File: src/rtl/sram_ctrl_32016_if.sv
// CPU-side IO bus between the 32016 address decode and the SRAM wait-state
// controller. The CPU (or bench) drives the request side; the controller
// returns read data, the completion pulse and the sticky protocol error.
interface sram_ctrl_32016_if;
    logic        sel;
    logic        io_rd;
    logic        io_wr;
    logic [18:0] io_a;
    logic [3:0]  io_be;
    logic [31:0] io_di;
    logic [31:0] io_q;
    logic        io_ready;
    logic        prot_err;

    modport master (
        output sel, io_rd, io_wr, io_a, io_be, io_di,
        input  io_q, io_ready, prot_err
    );

    modport slave (
        input  sel, io_rd, io_wr, io_a, io_be, io_di,
        output io_q, io_ready, prot_err
    );
endinterface

File: src/rtl/sram_ctrl_32016.sv
// Wait-state controller for the 512K x 32 asynchronous SRAM behind the
// 32016 IO bus. Turns level-held read/write requests into sequenced
// CS/OE/WE/byte-lane strobes and a one-cycle io_ready completion pulse.
// Every SRAM-side output is a flop loaded from the next-state decode, so the
// strobes change cleanly on BCLK edges with no combinational glitches.
//
// state   | meaning
// --------+-------------------------------------------------------------
// IDLE    | waiting for sel & (io_rd | io_wr); captures addr/be/data
// RD      | CS+OE low, cnt counts read wait cycles, data sampled at 0
// WSETUP  | CS/data/be driven, WE high (address/data setup before WE)
// WPULSE  | WE low, cnt counts extra WE cycles
// WHOLD   | WE high again, CS/data/be still driven (hold after WE)
// DONE    | io_ready high for one cycle, all strobes released
// RECOVER | bus turnaround; requests ignored so a held one isn't re-taken
module sram_ctrl_32016 #(
    parameter int RD_WAIT = 1,
    parameter int WR_WAIT = 1
) (
    input  logic              clk,
    input  logic              rst_b,
    sram_ctrl_32016_if.slave  bus,
    output logic              ram_cs_b,
    output logic              ram_oe_b,
    output logic              ram_we_b,
    output logic [3:0]        ram_be_b,
    output logic [18:0]       ram_addr,
    output logic [31:0]       ram_dout,
    output logic              ram_dout_en,
    input  logic [31:0]       ram_din
);

    typedef enum logic [2:0] {
        S_IDLE, S_RD, S_WSETUP, S_WPULSE, S_WHOLD, S_DONE, S_RECOVER
    } state_t;

    localparam logic [3:0] RD_CNT = 4'(RD_WAIT);
    localparam logic [3:0] WR_CNT = 4'(WR_WAIT);

    state_t      state, state_nxt;
    logic [3:0]  cnt, cnt_nxt;
    logic [3:0]  be_q;
    logic [31:0] io_q_r;
    logic        io_ready_r;
    logic        prot_err_r;

    logic        capture, sample, perr_set;
    logic [3:0]  be_src;
    logic        wr_any;
    logic        cs_b_d, oe_b_d, we_b_d, dout_en_d, ready_d;
    logic [3:0]  be_b_d;

    assign bus.io_q     = io_q_r;
    assign bus.io_ready = io_ready_r;
    assign bus.prot_err = prot_err_r;

    // Next-state, wait counter and the registered-output values for the next cycle
    always_comb begin
        state_nxt = state;
        cnt_nxt   = cnt;
        capture   = 1'b0;
        sample    = 1'b0;
        perr_set  = 1'b0;
        case (state)
            S_IDLE: begin
                if (bus.sel && (bus.io_rd || bus.io_wr)) begin
                    capture  = 1'b1;
                    perr_set = bus.io_rd && bus.io_wr;
                    if (bus.io_wr) begin
                        state_nxt = S_WSETUP;
                    end else begin
                        state_nxt = S_RD;
                        cnt_nxt   = RD_CNT;
                    end
                end
            end
            S_RD: begin
                if (cnt == 4'd0) begin
                    sample    = 1'b1;
                    state_nxt = S_DONE;
                end else begin
                    cnt_nxt = cnt - 4'd1;
                end
            end
            S_WSETUP: begin
                state_nxt = S_WPULSE;
                cnt_nxt   = WR_CNT;
            end
            S_WPULSE: begin
                if (cnt == 4'd0) begin
                    state_nxt = S_WHOLD;
                end else begin
                    cnt_nxt = cnt - 4'd1;
                end
            end
            S_WHOLD:   state_nxt = S_DONE;
            S_DONE:    state_nxt = S_RECOVER;
            S_RECOVER: state_nxt = S_IDLE;
            default:   state_nxt = S_IDLE;
        endcase

        // A write with no byte lanes still runs its full timing but never touches the RAM.
        be_src    = capture ? bus.io_be : be_q;
        wr_any    = |be_src;
        cs_b_d    = 1'b1;
        oe_b_d    = 1'b1;
        we_b_d    = 1'b1;
        be_b_d    = 4'b1111;
        dout_en_d = 1'b0;
        ready_d   = 1'b0;
        case (state_nxt)
            S_RD: begin
                cs_b_d = 1'b0;
                oe_b_d = 1'b0;
                be_b_d = 4'b0000;
            end
            S_WSETUP, S_WHOLD: begin
                cs_b_d    = ~wr_any;
                be_b_d    = ~be_src;
                dout_en_d = 1'b1;
            end
            S_WPULSE: begin
                cs_b_d    = ~wr_any;
                we_b_d    = ~wr_any;
                be_b_d    = ~be_src;
                dout_en_d = 1'b1;
            end
            S_DONE:  ready_d = 1'b1;
            default: ;
        endcase
    end

    // State, counter, captured request and all registered outputs
    always_ff @(posedge clk or negedge rst_b) begin
        if (!rst_b) begin
            state       <= S_IDLE;
            cnt         <= 4'd0;
            be_q        <= 4'd0;
            io_q_r      <= 32'd0;
            io_ready_r  <= 1'b0;
            prot_err_r  <= 1'b0;
            ram_cs_b    <= 1'b1;
            ram_oe_b    <= 1'b1;
            ram_we_b    <= 1'b1;
            ram_be_b    <= 4'b1111;
            ram_addr    <= 19'd0;
            ram_dout    <= 32'd0;
            ram_dout_en <= 1'b0;
        end else begin
            state       <= state_nxt;
            cnt         <= cnt_nxt;
            io_ready_r  <= ready_d;
            prot_err_r  <= prot_err_r | perr_set;
            ram_cs_b    <= cs_b_d;
            ram_oe_b    <= oe_b_d;
            ram_we_b    <= we_b_d;
            ram_be_b    <= be_b_d;
            ram_dout_en <= dout_en_d;
            if (capture) begin
                be_q     <= bus.io_be;
                ram_addr <= bus.io_a;
                ram_dout <= bus.io_di;
            end
            if (sample) begin
                io_q_r <= ram_din;
            end
        end
    end

endmodule

File: src/flat_wrapper.sv
// flat-port wrapper written by rule: the top's interface ports become plain ports
module sram_ctrl_32016_flat 
#(
    parameter int RD_WAIT = 1,
    parameter int WR_WAIT = 1
)
  (clk, rst_b, ram_cs_b, ram_oe_b, ram_we_b, ram_be_b, ram_addr, ram_dout, ram_dout_en, ram_din, bus_sel, bus_io_rd, bus_io_wr, bus_io_a, bus_io_be, bus_io_di, bus_io_q, bus_io_ready, bus_prot_err);
  sram_ctrl_32016_if bus_i ();
  input  logic clk;
  input  logic rst_b;
  output logic ram_cs_b;
  output logic ram_oe_b;
  output logic ram_we_b;
  output logic [3:0] ram_be_b;
  output logic [18:0] ram_addr;
  output logic [31:0] ram_dout;
  output logic ram_dout_en;
  input  logic [31:0] ram_din;
  input wire logic [$bits(bus_i.sel)-1:0] bus_sel;
  input wire logic [$bits(bus_i.io_rd)-1:0] bus_io_rd;
  input wire logic [$bits(bus_i.io_wr)-1:0] bus_io_wr;
  input wire logic [$bits(bus_i.io_a)-1:0] bus_io_a;
  input wire logic [$bits(bus_i.io_be)-1:0] bus_io_be;
  input wire logic [$bits(bus_i.io_di)-1:0] bus_io_di;
  output wire logic [$bits(bus_i.io_q)-1:0] bus_io_q;
  output wire logic [$bits(bus_i.io_ready)-1:0] bus_io_ready;
  output wire logic [$bits(bus_i.prot_err)-1:0] bus_prot_err;
  assign bus_i.sel = bus_sel;
  assign bus_i.io_rd = bus_io_rd;
  assign bus_i.io_wr = bus_io_wr;
  assign bus_i.io_a = bus_io_a;
  assign bus_i.io_be = bus_io_be;
  assign bus_i.io_di = bus_io_di;
  assign bus_io_q = bus_i.io_q;
  assign bus_io_ready = bus_i.io_ready;
  assign bus_prot_err = bus_i.prot_err;
  sram_ctrl_32016 #(.RD_WAIT(RD_WAIT), .WR_WAIT(WR_WAIT)) u_core (.clk(clk), .rst_b(rst_b), .bus(bus_i), .ram_cs_b(ram_cs_b), .ram_oe_b(ram_oe_b), .ram_we_b(ram_we_b), .ram_be_b(ram_be_b), .ram_addr(ram_addr), .ram_dout(ram_dout), .ram_dout_en(ram_dout_en), .ram_din(ram_din));
endmodule
File: config.mk
export PLATFORM = sky130hd
export DESIGN_NAME = sram_ctrl_32016_flat
export DESIGN_NICKNAME = d
export VERILOG_FILES = /design/src/rtl/sram_ctrl_32016_if.sv /design/src/rtl/sram_ctrl_32016.sv /design/src/flat_wrapper.sv
export SDC_FILE = /design/constraint.sdc
export NUM_CORES = 1
export LEC_CHECK = 0
export CAP_MARGIN = 10
export CORE_UTILIZATION = 45
export DETAILED_ROUTE_END_ITERATION = 8
export DONT_BUFFER_PORTS = 1
export GPL_TIMING_DRIVEN = 0
export PLACE_DENSITY = 0.64
export SETUP_SLACK_MARGIN = 0.15
export SYNTH_ARGS = -nofsm -noshare
export SYNTH_HDL_FRONTEND = slang
export SYNTH_SLANG_ARGS = --single-unit
File: constraint.sdc
create_clock -name clk -period 3.9 [get_ports clk]
set_input_delay 0.39 -clock clk [delete_from_list [all_inputs] [get_ports clk]]
set_output_delay 0.39 -clock clk [all_outputs]
set_load 0.005 [all_outputs]
# After elaboration in Yosys (flattened, before gate mapping)
# Index checks and enable logic that the tools add are counted.
[word_totals] out_inout_bits=93 ff_bits=104
[classes] eq_ne=13 n_addsub=1 n_reduce_logical=10 n_mux=22 n_bitwise=3
[ops] op="one-hot mux 3 bit (6 select lines)" count=1
[ops] op="2-to-1 mux 4 bit" count=4
[ops] op="equality test 3 x 2 -> 1 bit (second input constant)" count=4
[ops] op="equality test 3 bit (second input constant)" count=4
[ops] op="one-hot mux 4 bit (3 select lines)" count=1
[ops] op="2-to-1 mux 1 bit" count=10
[ops] op="2-to-1 mux 3 bit" count=3
[ops] op="one-hot mux 4 bit (2 select lines)" count=1
[ops] op="equality test 3 x 1 -> 1 bit (second input constant)" count=2
[ops] op="zero test 4 bit" count=1
[ops] op="inequality test 2 bit (second input constant)" count=2
[ops] op="inverter 4 bit" count=1
[ops] op="AND reduction 4 bit" count=1
[ops] op="OR reduction 4 bit" count=1
[ops] op="subtractor 4 x 1 -> 4 bit (second input constant)" count=1
[ops] op="zero test 3 bit" count=1
[ops] op="nonzero test 3 bit" count=1
[ops] op="OR reduction 3 bit" count=1
[ops] op="logical AND 1 bit" count=2
[ops] op="2-to-1 mux 2 bit" count=1
[ops] op="inequality test 2 x 1 -> 1 bit (second input constant)" count=1
[ops] op="one-hot mux 1 bit (2 select lines)" count=1
[ops] op="OR reduction 2 bit" count=1
[ops] op="logical OR 1 bit" count=1
[ops] op="other kinds (2)" count=2

# Logic depth before layout (Yosys ltp)
# Gate-level depths: netlist of the first run.
[depth] ltp_word=8 mapped_depth=6

# Least setup slack after synthesis of the first run
# No wires, ideal clock.
[synth_path] kind="register to register" start="register u_core.cnt[0]" end="register u_core.io_q_r[0], in the netlist u_core.bus.io_q[0]" slack_ns=2.354 arrival_time_ns=1.421 path_buffers=1 path_stages_with_launch=7 cell_sequence="dfrtp_1 > inv_1 > ha_1 > and4bb_1 > nand2_2 > buf_6 > mux2_4"
[synth_via] elab_chain_len=3
[synth_rtl] item="start, declared" line_no="sram_ctrl_32016.sv:41" source="logic [3:0] cnt, cnt_nxt;"
[synth_rtl] item="start signal, assigned" line_no="sram_ctrl_32016.sv:151" source="cnt <= cnt_nxt;"
[synth_rtl] item="zero test 4 bit" line_no="sram_ctrl_32016.sv:78" source="if (cnt == 4'd0) begin"
[synth_rtl] item="2-to-1 mux 1 bit" line_no="sram_ctrl_32016.sv:78"
[synth_rtl] item="2-to-1 mux 1 bit" line_no="sram_ctrl_32016.sv:64" source="case (state)"
[synth_rtl] item="end signal, assigned" line_no="sram_ctrl_32016.sv:165" source="io_q_r <= ram_din;"
[synth_rtl] item="end, declared" line_no="sram_ctrl_32016.sv:43" source="logic [31:0] io_q_r;"
# Every way passes these cells.
# A chain may end at the register's enable or synchronous reset.

# Final worst setup path of the first run
[layout_path] start="register u_core.cnt[0]" end="register u_core.io_q_r[26], in the netlist u_core.bus.io_q[26]"
# The elaborated chain is that of the path after synthesis.

==> results of run 1 <==
==> worst max-delay path, stage by stage, from the launching register on <==
cell and delay (ns):
dfrtp_1 0.40, inv_1 0.06, ha_1 0.23, and4bb_1 0.24, nand2_2 0.17, buf_6 0.21
mux2_4 0.32
==> worst max path at each step <==
| stage | end | slack, ns | depth (start not counted) |
|---|---|---|---|
| global placement | u_core.bus.io_q[17]$_DFFE_PN0P_ | 2.21 | 6 |
| finish | u_core.bus.io_q[26]$_DFFE_PN0P_ | 2.16 | 6 |
| global route | u_core.bus.io_q[4]$_DFFE_PN0P_ | 2.11 | 6 |
| detailed placement | u_core.bus.io_q[26]$_DFFE_PN0P_ | 2.19 | 6 |
| floorplan | u_core.bus.io_q[0]$_DFFE_PN0P_ | 2.35 | 6 |
| CTS | u_core.bus.io_q[26]$_DFFE_PN0P_ | 2.16 | 6 |
==> power breakdown <==
part / internal (mW) / switching, mW / leakage (nW)
Clock: 0.321 / 0.365 / 0.101
Sequential: 1.65 / 0.449 / 1.22
Combinational: 0.926 / 0.472 / 0.929
==> cell usage after synthesis <==
| cell | n | area [um2] |
|---|---|---|
| a21o_1 | 1 | 7.51 |
| a21oi_1 | 4 | 20.0 |
| a22o_1 | 2 | 17.5 |
| a2bb2oi_1 | 1 | 8.76 |
| a31o_2 | 1 | 8.76 |
| a31oi_1 | 2 | 12.5 |
| a32oi_1 | 1 | 8.76 |
| and3b_1 | 2 | 17.5 |
| and4bb_1 | 1 | 12.5 |
| buf_12 | 6 | 120 |
| buf_2 | 1 | 5.00 |
| buf_6 | 4 | 45.0 |
| clkbuf_1 | 1 | 3.75 |
| dfrtp_1 | 97 | 2430 |
| dfstp_2 | 7 | 184 |
| ha_1 | 1 | 12.5 |
| inv_1 | 5 | 18.8 |
| mux2_2 | 4 | 45.0 |
| mux2_4 | 83 | 1250 |
| mux2i_1 | 2 | 20.0 |
| nand2_1 | 6 | 22.5 |
| nand2_2 | 1 | 6.26 |
| nand2b_1 | 4 | 25.0 |
| nand3_1 | 2 | 10.0 |
| nand3b_1 | 1 | 7.51 |
| nor2_1 | 3 | 11.3 |
| nor2_4 | 1 | 11.3 |
| nor2b_1 | 1 | 6.26 |
| nor4_1 | 3 | 18.8 |
| o211a_4 | 1 | 17.5 |
| o21ai_0 | 6 | 30.0 |
| o21ai_1 | 3 | 15.0 |
| o21ai_2 | 1 | 8.76 |
| o31ai_1 | 1 | 7.51 |
| or3_1 | 2 | 12.5 |
==> flip-flops by register name, indices dropped and copies added (netlist names) <==
| register | cells |
|---|---|
| u_core.ram_oe_b | 1 |
| u_core.bus.io_q | 32 |
| u_core.cnt | 4 |
| u_core.bus.prot_err | 1 |
| u_core.ram_addr | 19 |
| u_core.ram_we_b | 1 |
| u_core.ram_dout_en | 1 |
| u_core.state | 3 |
| u_core.ram_cs_b | 1 |
| u_core.ram_be_b | 4 |
| u_core.bus.io_ready | 1 |
| u_core.ram_dout | 32 |
| u_core.be_q | 4 |
==> layout make-up <==
type,instances,area [um2],share of cell area (%)
flip-flops and latches,104,2610,53.8
multi-input cells,141,1650,33.9
plain buffers,12,174,3.58
well taps,129,161,3.32
clock buffers,11,141,2.91
clock inverters,5,63.8,1.31
repair buffers,2,37.5,0.773
inverters,5,18.8,0.386
==> routing by layer <==
layer | part of all wire (%) | vias to the layer above | global-route usage (%)
li1 | - | 950 | -
met1 | 41 | 1103 | 19.4
met2 | 51 | 89 | 26.5
met3 | 7.3 | 8 | 6.56
met4 | 1.3 | 0 | 4.79
met5 | 0 | - | 0
==> through the flow <==
| step | utilization (%) | total power, mW |
|---|---|---|
| global placement | 49.0 | 3.47 |
| detailed placement | 49.0 | 3.50 |
| floorplan | - | 3.21 |
| CTS | 51.6 | 4.25 |
| global route | 51.6 | 4.45 |
| finish | 51.6 | 4.18 |
==> repair_timing <==
item	4_1_cts	5_1_grt
hold buffers	2	0
hold endpoints to repair	104	0
gates resized for setup	0	0
==> kinds of logic after synthesis <==
kind of cell / synth area share, %
DFF: 58.7
muxes: 29.5
and+or+nand+nor: 3.63
AOI/OAI and AO/OA: 3.65
buffers and inverters: 4.33
adders and majority gates: 0.281
==> impl_results.md, run 1 <==
* Reg clk slew, reported paths at 0.10 ns
* Unrepaired setup endpoints after global routing: no
* Area post-placement at 4610 um2
* WHS Endpoint: u_core.bus.io_q[5]$_DFFE_PN0P_
* Number of CTS-inserted buffers at 9
* Yosys warns at 0
* Vias at 2150
* Part of the cycle the worst path needs at 44.5%
* Element type at the critical path end: flip-flop
* Status: complete, no violations
* Core Region at 9420 um2
* VDD IR max at 0.310 mV
* Crit-path max FO at 10
* Syn Inst Count at 262
* Critical path class: reg2reg
* Detail-routed via count per cell at 5.26
* Starting Density at 47.3%
* Final Critical Period at 1.74 ns
* Pre-CTS WS at 2.19 ns
* First DRT Iteration DRCs at 59
* Final Cell Area at 4860 um2
* Hold Path Depth at 1
* Syn_nets at 355
* Setup crit start kind: flip-flop
* Placement Rows at 35
* Final Hold Vio Count at 0
* DRC Markers at 0
* Nets@finish at 368
* Post-synthesis register bit count at 104
* Die area at 10300 um2
* Clk_lat worst skew at 0.35 ns
* R2r setup slk at 2.16 ns
* Sequential-to-total area share from yosys stat at 58.7%
* HPWL after DPL at 5620 um
* Final Worst Setup Slack at 2.16 ns
* TritonCTS clock tree: built
* Drt pass-1 iters at 4
* Largest net degree at the start of global routing at 105
* Setup TNS Final at 0 ns
* Worst r2r src: u_core.cnt[0]$_DFFE_PN0P_
* TritonCTS Sinks at 104
* WP data required at 4.14 ns
* Share of layout cells above drive strength 1 at 45.0%
* Worst Reg2Reg Path Length in Cells at 6
* Post-synth cell types at 35
* Setup crit start: u_core.cnt[0]$_DFFE_PN0P_
* Post-CTS Setup Bufs at 0
* Total congestion overflow at 0
* Post-synthesis area per instance at 17.0 um2
* RD Place Congestion at 0.785
* Overall Global Routing Usage at 16.1%
* Leak pwr at 2.25 nW
* Number of global-route vias before repair at 2255
* Most frequent cells in the layout: 97 x dfrtp_1, 83 x mux2_4, 10 x clkbuf_8
* Root Buffer: clkbuf_8
* Final hold slack at 0.171 ns
* Die Y at 101 um
* Initial antenna violation count at 0
* Slew HR at 67.3%
* First-pass GRT wire length at 12400 um
* Area Growth Syn to Fin at 9.08%
* Commonest non-fill, non-tap cell in the layout: dfrtp_1
* Final setup violation count at 0
* RR Endpoint: u_core.bus.io_q[26]$_DFFE_PN0P_
* Post-DR wirelength/cell at 20.1 um
* N_diodes at 0
* Hold path start: ram_din[5]
* Fill cell count at 760
* Final ANT Viol Nets at 0
* Inst Count DP at 391
* Post-route insts no fill at 409
* Final wirelength at 8210 um
* Max Cap Viol at 0
* Port Buffer Count at 0
* Fmax at 576 MHz
* Htree depth at 3
* I/O pins at 185
* Slew Viols, Final at 0
* Mapped Area at 4450 um2
* Worst Skew at 0.0107 ns
* Measured slew at the worst slew-check pin at 0.491 ns
* Die width at 101 um
* HP Class: in2reg
* Longest Clk Path Bufs at 2
* Critical Path AT at 1.98 ns
* Pwr Density at 862 nW/um2
(Power assumes the default switching activity.)
==> run 2, diff against run 1 <==
- ABC_AREA: default -> 1
- clock period: 3.9 -> 1.7 ns (I/O delays scaled with it)
==> run 2 against run 1 <==
The run now ends with design-rule violations, negative hold slack left; die area down 4.8%; sequential share of layout area down 7.0 points; clock power up 150%; highest routed layer is now met5; first-iteration DRC count up 100%; total power up 130%; via count up 45%; final cell count up 53%; design area up 15%.
==> impl_results.md, run 2 <==
* Post-synth cell types at 24
* Number of CTS-inserted buffers at 9
* HP Class: in2async
* WP data required at 1.95 ns
* Nets@finish at 605
* Measured slew at the worst slew-check pin at 0.344 ns
* Final wirelength at 9810 um
* Reg clk slew, reported paths at 0.10 ns
* Total congestion overflow at 0
* Count leader, synth: nand2_1
* Final Cell Area at 5590 um2
* Setup crit start kind: flip-flop
* Part of the cycle the worst path needs at 91.3%
* Core Region at 9200 um2
* Largest net degree at the start of global routing at 105
* Dominant synthesized flop cell: dfrtp_1
* Worst Skew at 0.00791 ns
* Final Hold Vio Count at 104
* Overall Global Routing Usage at 20.1%
* Syn Inst Count at 412
* Port Buffer Count at 0
* TritonCTS clock tree: built
* Most frequent cells in the layout: 191 x nand2_1, 96 x dfrtp_1, 84 x dlygate4sd3_1
* Switching share of power at 35.2%
* Final ANT Viol Nets at 0
* Area of the multi-input gates at 1510 um2
* Critical Path AT at 1.80 ns
* Share of the synthesized area in the top cell type at 57.3%
* Hold_buf cts at 84
* Synth area leaders: dfrtp_1 57%, nand2_1 17%, mux2_4 11%
* Top cells by count, synth: 196 x nand2_1, 97 x dfrtp_1, 30 x mux2_4, 22 x inv_1, 11 x nor2_1
* Post-synthesis register bit count at 104
* Sequential share of power at 49.0%
* Clk_lat worst skew at 0.36 ns
* Leak pwr at 2.87 nW
* Vias at 3109
* Sw Pwr at 3.37 mW
* Share of layout cells above drive strength 1 at 18.6%
* Post-synthesis area per instance at 10.3 um2
* RD Place Congestion at 0.769
* VDD IR max at 0.729 mV
* Final Critical Period at 1.55 ns
* Sequential-to-total area share from yosys stat at 61.7%
* Die Y at 99 um
* N_diodes at 0
* Clock power share at 17.6%
* Drt pass-1 iters at 8
* Final setup violation count at 0
* Root Buffer: clkbuf_8
* Pwr Density at 1710 nW/um2
* Fill cell count at 723
* I/O pins at 185
* Slew HR at 76.8%
* Status: complete, but fails checks
* Placement Rows at 35
* Area leader, netlist: dfrtp_1
* Violated checks: design-rule violations, negative hold slack
* Sequential cell area at 2610 um2
* Total internal power at 6.20 mW
* Starting Density at 46.0%
* EDFF count, synth at 0
* Yosys warns at 0
* First-pass GRT wire length at 15200 um
* Crit-path max FO at 10
* Element type at the critical path end: flip-flop
* Slew Viols, Final at 0
* HPWL after DPL at 5790 um
* Setup TNS Final at 0 ns
* Fmax at 644 MHz
* Initial antenna violation count at 1
* Critical path class: reg2reg
* Final hold slack at -0.513 ns
* Commonest non-fill, non-tap cell in the layout: nand2_1
* Syn_nets at 505
* Die area at 9800 um2
* Unrepaired setup endpoints after global routing: yes
* First DRT Iteration DRCs at 118
* TritonCTS Sinks at 104
* Htree depth at 3
* Die width at 99 um
* Post-synth ARST share at 100%
* Area post-placement at 4370 um2
* DRC Markers at 2
* Max Cap Viol at 0
* Longest Clk Path Bufs at 2
* Comb pwr share at 33.3%
* Area Growth Syn to Fin at 32.0%
* Mapped Area at 4230 um2
* Detail-routed via count per cell at 4.96
* Post-DR wirelength/cell at 15.6 um
* Number of global-route vias before repair at 3122
[run 2: cell count changes after synthesis, moves of 3 or more]
cell | previous run | this run
nor2_1 | 3 | 11
clkbuf_1 | 1 | 5
nor4_1 | 3 | 0
nand2b_1 | 4 | 0
buf_12 | 6 | 0
nand3_1 | 2 | 7
inv_1 | 5 | 22
buf_2 | 1 | 5
mux2_4 | 83 | 30
nand2_1 | 6 | 196
[run 2: final timing paths]
| path | depth (start not counted) | to | startpoint | slack, ns |
|---|---|---|---|---|
| min | 0 | u_core.ram_addr[9]$_DFFE_PN0P_ | rst_b | -0.51 |
| min in group clk | 2 | u_core.state[1]$_DFF_PN0_ | bus_io_wr | 0.04 |
| max in group asynchronous | 0 | u_core.ram_oe_b$_DFF_PN1_ | rst_b | 1.99 |
| max reg2reg | 7 | u_core.bus.io_q[7]$_DFFE_PN0P_ | u_core.cnt[0]$_DFFE_PN0P_ | 0.15 |
| min reg2reg | 2 | u_core.ram_addr[9]$_DFFE_PN0P_ | u_core.ram_addr[9]$_DFFE_PN0P_ | 0.51 |
| max | 7 | u_core.bus.io_q[7]$_DFFE_PN0P_ | u_core.cnt[0]$_DFFE_PN0P_ | 0.15 |
[run 2: logic make-up after synthesis]
| group | count (synthesis) | share of synthesized area, % |
|---|---|---|
| compound gates | 11 | 1.36 |
| xor+xnor | 2 | 0.414 |
| fa+ha+maj | 1 | 0.295 |
| buf+inv | 38 | 4.23 |
| flops | 104 | 61.7 |
| mux | 32 | 11.2 |
| simple gates | 224 | 20.9 |
[run 2: final cells by class]
| type | count | share of cell area [%] |
|---|---|---|
| plain buffers | 13 | 2.08 |
| clock buffers | 10 | 2.46 |
| clock inverters | 5 | 1.45 |
| inverters | 24 | 1.66 |
| multi-input cells | 270 | 27.0 |
| flip-flops and latches | 104 | 46.7 |
| well taps | 111 | 2.48 |
| repair buffers | 90 | 16.2 |
[run 2: what timing repair did]
item	in CTS	in global routing
resized for setup	9	30
gates cloned	0	1
hold endpoints to repair	188	104
setup buffers	2	3
setup endpoints to repair	39	92
pin swaps	4	3
[run 2: power by group through the flow]
stage	Clock [mW]	Combinational, mW	Sequential, mW
2_1_floorplan	0	2.29	4.43
3_3_place_gp	0	2.61	4.68
3_5_place_dp	0	2.73	4.68
4_1_cts	1.73	2.97	4.66
5_1_grt	1.82	3.60	4.81
6_report	1.69	3.19	4.69
[run 2: stage by stage]
stage               hold WS [ns]  total power [mW]  utilization [%]  setup WS [ns]  instances
floorplan                 -0.126              6.72                -          0.202        412
global placement          -0.124              7.28             47.6         0.0604        523
detailed placement        -0.124              7.41             47.6         0.0184        523
CTS                       -0.525              9.36             59.6          0.131        624
global route              -0.533              10.2             60.8         0.0761        627
finish                    -0.513              9.57             60.8          0.148        627
[run 2: worst max-delay path, stage by stage (launching register included)]
cell,delay [ns]
dfrtp_1,0.40
inv_2,0.09
ha_4,0.14
nand2_4,0.06
nor2_4,0.15
nand2_4,0.12
buf_8,0.18
mux2_4,0.30
[run 2: per-layer routing]
metal | GRT usage, % | share of wire, %
met3 | 4.75 | 6.2
met2 | 34.2 | 50
met1 | 24.2 | 41
met4 | 9.41 | 2.5
met5 | 0 | 0.13
==> run 3, diff against run 2 <==
- CTS_CLUSTER_DIAMETER: default -> 50
- PLACE_DENSITY: 0.64 -> 0.66
- clock period: 1.7 -> 1.4 ns (I/O delays scaled with it)
==> run 3 against run 2 <==
The flow finishes with violations (design-rule violations, negative hold slack, negative setup slack); critical path depth did not move; clock power about the same; largest power group is now combinational logic; largest cell class unchanged; count of clock-buffer cells in the layout is 1 higher; die area is the same; via count up 9.2%; sequential share of layout area decreased by 7.1 points.
==> impl_results.md, run 3 (synthesis gave the netlist of run 2 again) <==
* Max Cap Viol at 0
* HP Class: in2async
* Drt pass-1 iters at 6
* Worst Skew at 0.00884 ns
* Slew HR at 39.2%
* Share of layout cells above drive strength 1 at 48.9%
* Leak pwr at 3.27 nW
* Setup crit start kind: flip-flop
* Pwr Density at 2080 nW/um2
* VDD IR max at 0.986 mV
* Detail-routed via count per cell at 5.15
* Critical path class: reg2reg
* Final Hold Vio Count at 104
* Fill cell count at 602
* I/O pins at 185
* Hold_buf cts at 85
* Vias at 3394
* WP data required at 1.65 ns
* Placement Rows at 35
* Final hold slack at -0.539 ns
* Violated checks: design-rule violations, negative hold slack, negative setup slack
* TritonCTS Sinks at 104
* N_diodes at 0
* Htree depth at 3
* RD Place Congestion at 0.775
* Starting Density at 46.0%
* First-pass GRT wire length at 16600 um
* Overall Global Routing Usage at 22.0%
* Part of the cycle the worst path needs at 110%
* Die area at 9800 um2
* Reg clk slew, reported paths at 0.10 ns
* Status: complete, but fails checks
* Final design utilization at 71.8%
* Fmax at 647 MHz
* Crit-path max FO at 10
* Final setup violation count at 94
* Total congestion overflow at 0
* Root Buffer: clkbuf_8
* Initial antenna violation count at 0
* TritonCTS clock tree: built
* Nets@finish at 636
* HPWL after DPL at 5860 um
* Power Total at 13.7 mW
* Number of global-route vias before repair at 3388
* Die width at 99 um
* Final ANT Viol Nets at 0
* Post-DR wirelength/cell at 18.6 um
* Port Buffer Count at 0
* Post-route insts no fill at 659
* Final wirelength at 12300 um
* Core Region at 9200 um2
* Area Growth Syn to Fin at 55.9%
* Unrepaired setup endpoints after global routing: yes
* Final Worst Setup Slack at -0.146 ns
* First DRT Iteration DRCs at 88
* Clk_lat worst skew at 0.36 ns
* Inst Count DP at 523
* Sequential cell area at 2610 um2
* Measured slew at the worst slew-check pin at 0.909 ns
* DRC Markers at 2
* Setup TNS Final at -6.53 ns
* Longest Clk Path Bufs at 2
* Element type at the critical path end: flip-flop
* Area of the multi-input gates at 2080 um2
* Number of CTS-inserted buffers at 9
* Area post-placement at 4410 um2
* Critical Path AT at 1.79 ns
* Commonest non-fill, non-tap cell in the layout: nand2_2
* Die Y at 99 um
* Largest net degree at the start of global routing at 105
* Final Cell Area at 6600 um2
* Final Critical Period at 1.55 ns
* Slew Viols, Final at 0
* Most frequent cells in the layout: 98 x nand2_2, 95 x dfrtp_1, 85 x dlygate4sd3_1
-- run 3: changes by cell type in the layout (fill, tap and decap cells not counted), sizes merged --
cell         before  now
clkinvlp          1    4
bufinv            2    0
clkbuf           17   19
clkinv            2    0
nand2           199  200
buf              12   40
dlygate4sd3      84   85
inv              24   25
-- run 3: worst max-delay path: stages, from the launching register on --
cell	delay, ns
dfrtp_1	0.40
inv_2	0.09
ha_4	0.15
nand2_4	0.07
nor2_4	0.16
nand2_4	0.10
buf_8	0.16
mux2_4	0.30
-- run 3: worst paths after layout --
kind / start / endpoint / slack, ns / cells after the start
setup / recovery: u_core.cnt[0]$_DFFE_PN0P_ / u_core.bus.io_q[28]$_DFFE_PN0P_ / -0.15 / 7
hold / removal: rst_b / u_core.ram_dout[28]$_DFFE_PN0P_ / -0.54 / 0
setup reg to reg: u_core.cnt[0]$_DFFE_PN0P_ / u_core.bus.io_q[28]$_DFFE_PN0P_ / -0.15 / 7
hold reg to reg: u_core.bus.prot_err$_DFF_PN0_ / u_core.bus.prot_err$_DFF_PN0_ / 0.51 / 1
max in group asynchronous: rst_b / u_core.ram_be_b[3]$_DFF_PN1_ / 1.67 / 0
min in group clk: bus_io_be[0] / u_core.be_q[0]$_DFF_PN0_ / 0 / 4
-- run 3: area by class of cell --
cell class,count,share of cell area (%)
buffer,14,3.52
tap,111,2.10
clock buffer,11,1.99
sequential,104,39.6
clock inverter,5,0.625
multi-input combinational,271,31.5
inverter,24,1.40
timing repair buffer,119,19.3
-- run 3: routing by layer --
metal | GRT usage, % | vias up | routed length [um]
li1 | - | 1543 | -
met2 | 38.0 | 143 | 6630
met3 | 4.18 | 29 | 710
met5 | 0 | - | 0
met4 | 10.6 | 0 | 340
met1 | 26.6 | 1679 | 4570
-- run 3: per-stage QoR --
step           hold slack [ns]  setup slack, ns
2_1_floorplan           -0.156          -0.0231
3_3_place_gp            -0.154           -0.145
3_5_place_dp            -0.154           -0.158
4_1_cts                 -0.559           -0.118
5_1_grt                 -0.566           -0.205
6_report                -0.539           -0.146
-- run 3: repair_timing --
item	in CTS	in global routing
pin swaps	15	57
hold endpoints to repair	189	104
buffers inserted	14	10
endpoints found under the setup margin	99	100
cloned	6	5
resized for setup	128	127
-- run 3: power breakdown --
part	total [mW]	switching [mW]	internal, mW
clock	1.70	1.04	0.661
sequential	5.91	1.37	4.54
combinational	6.12	2.89	3.23
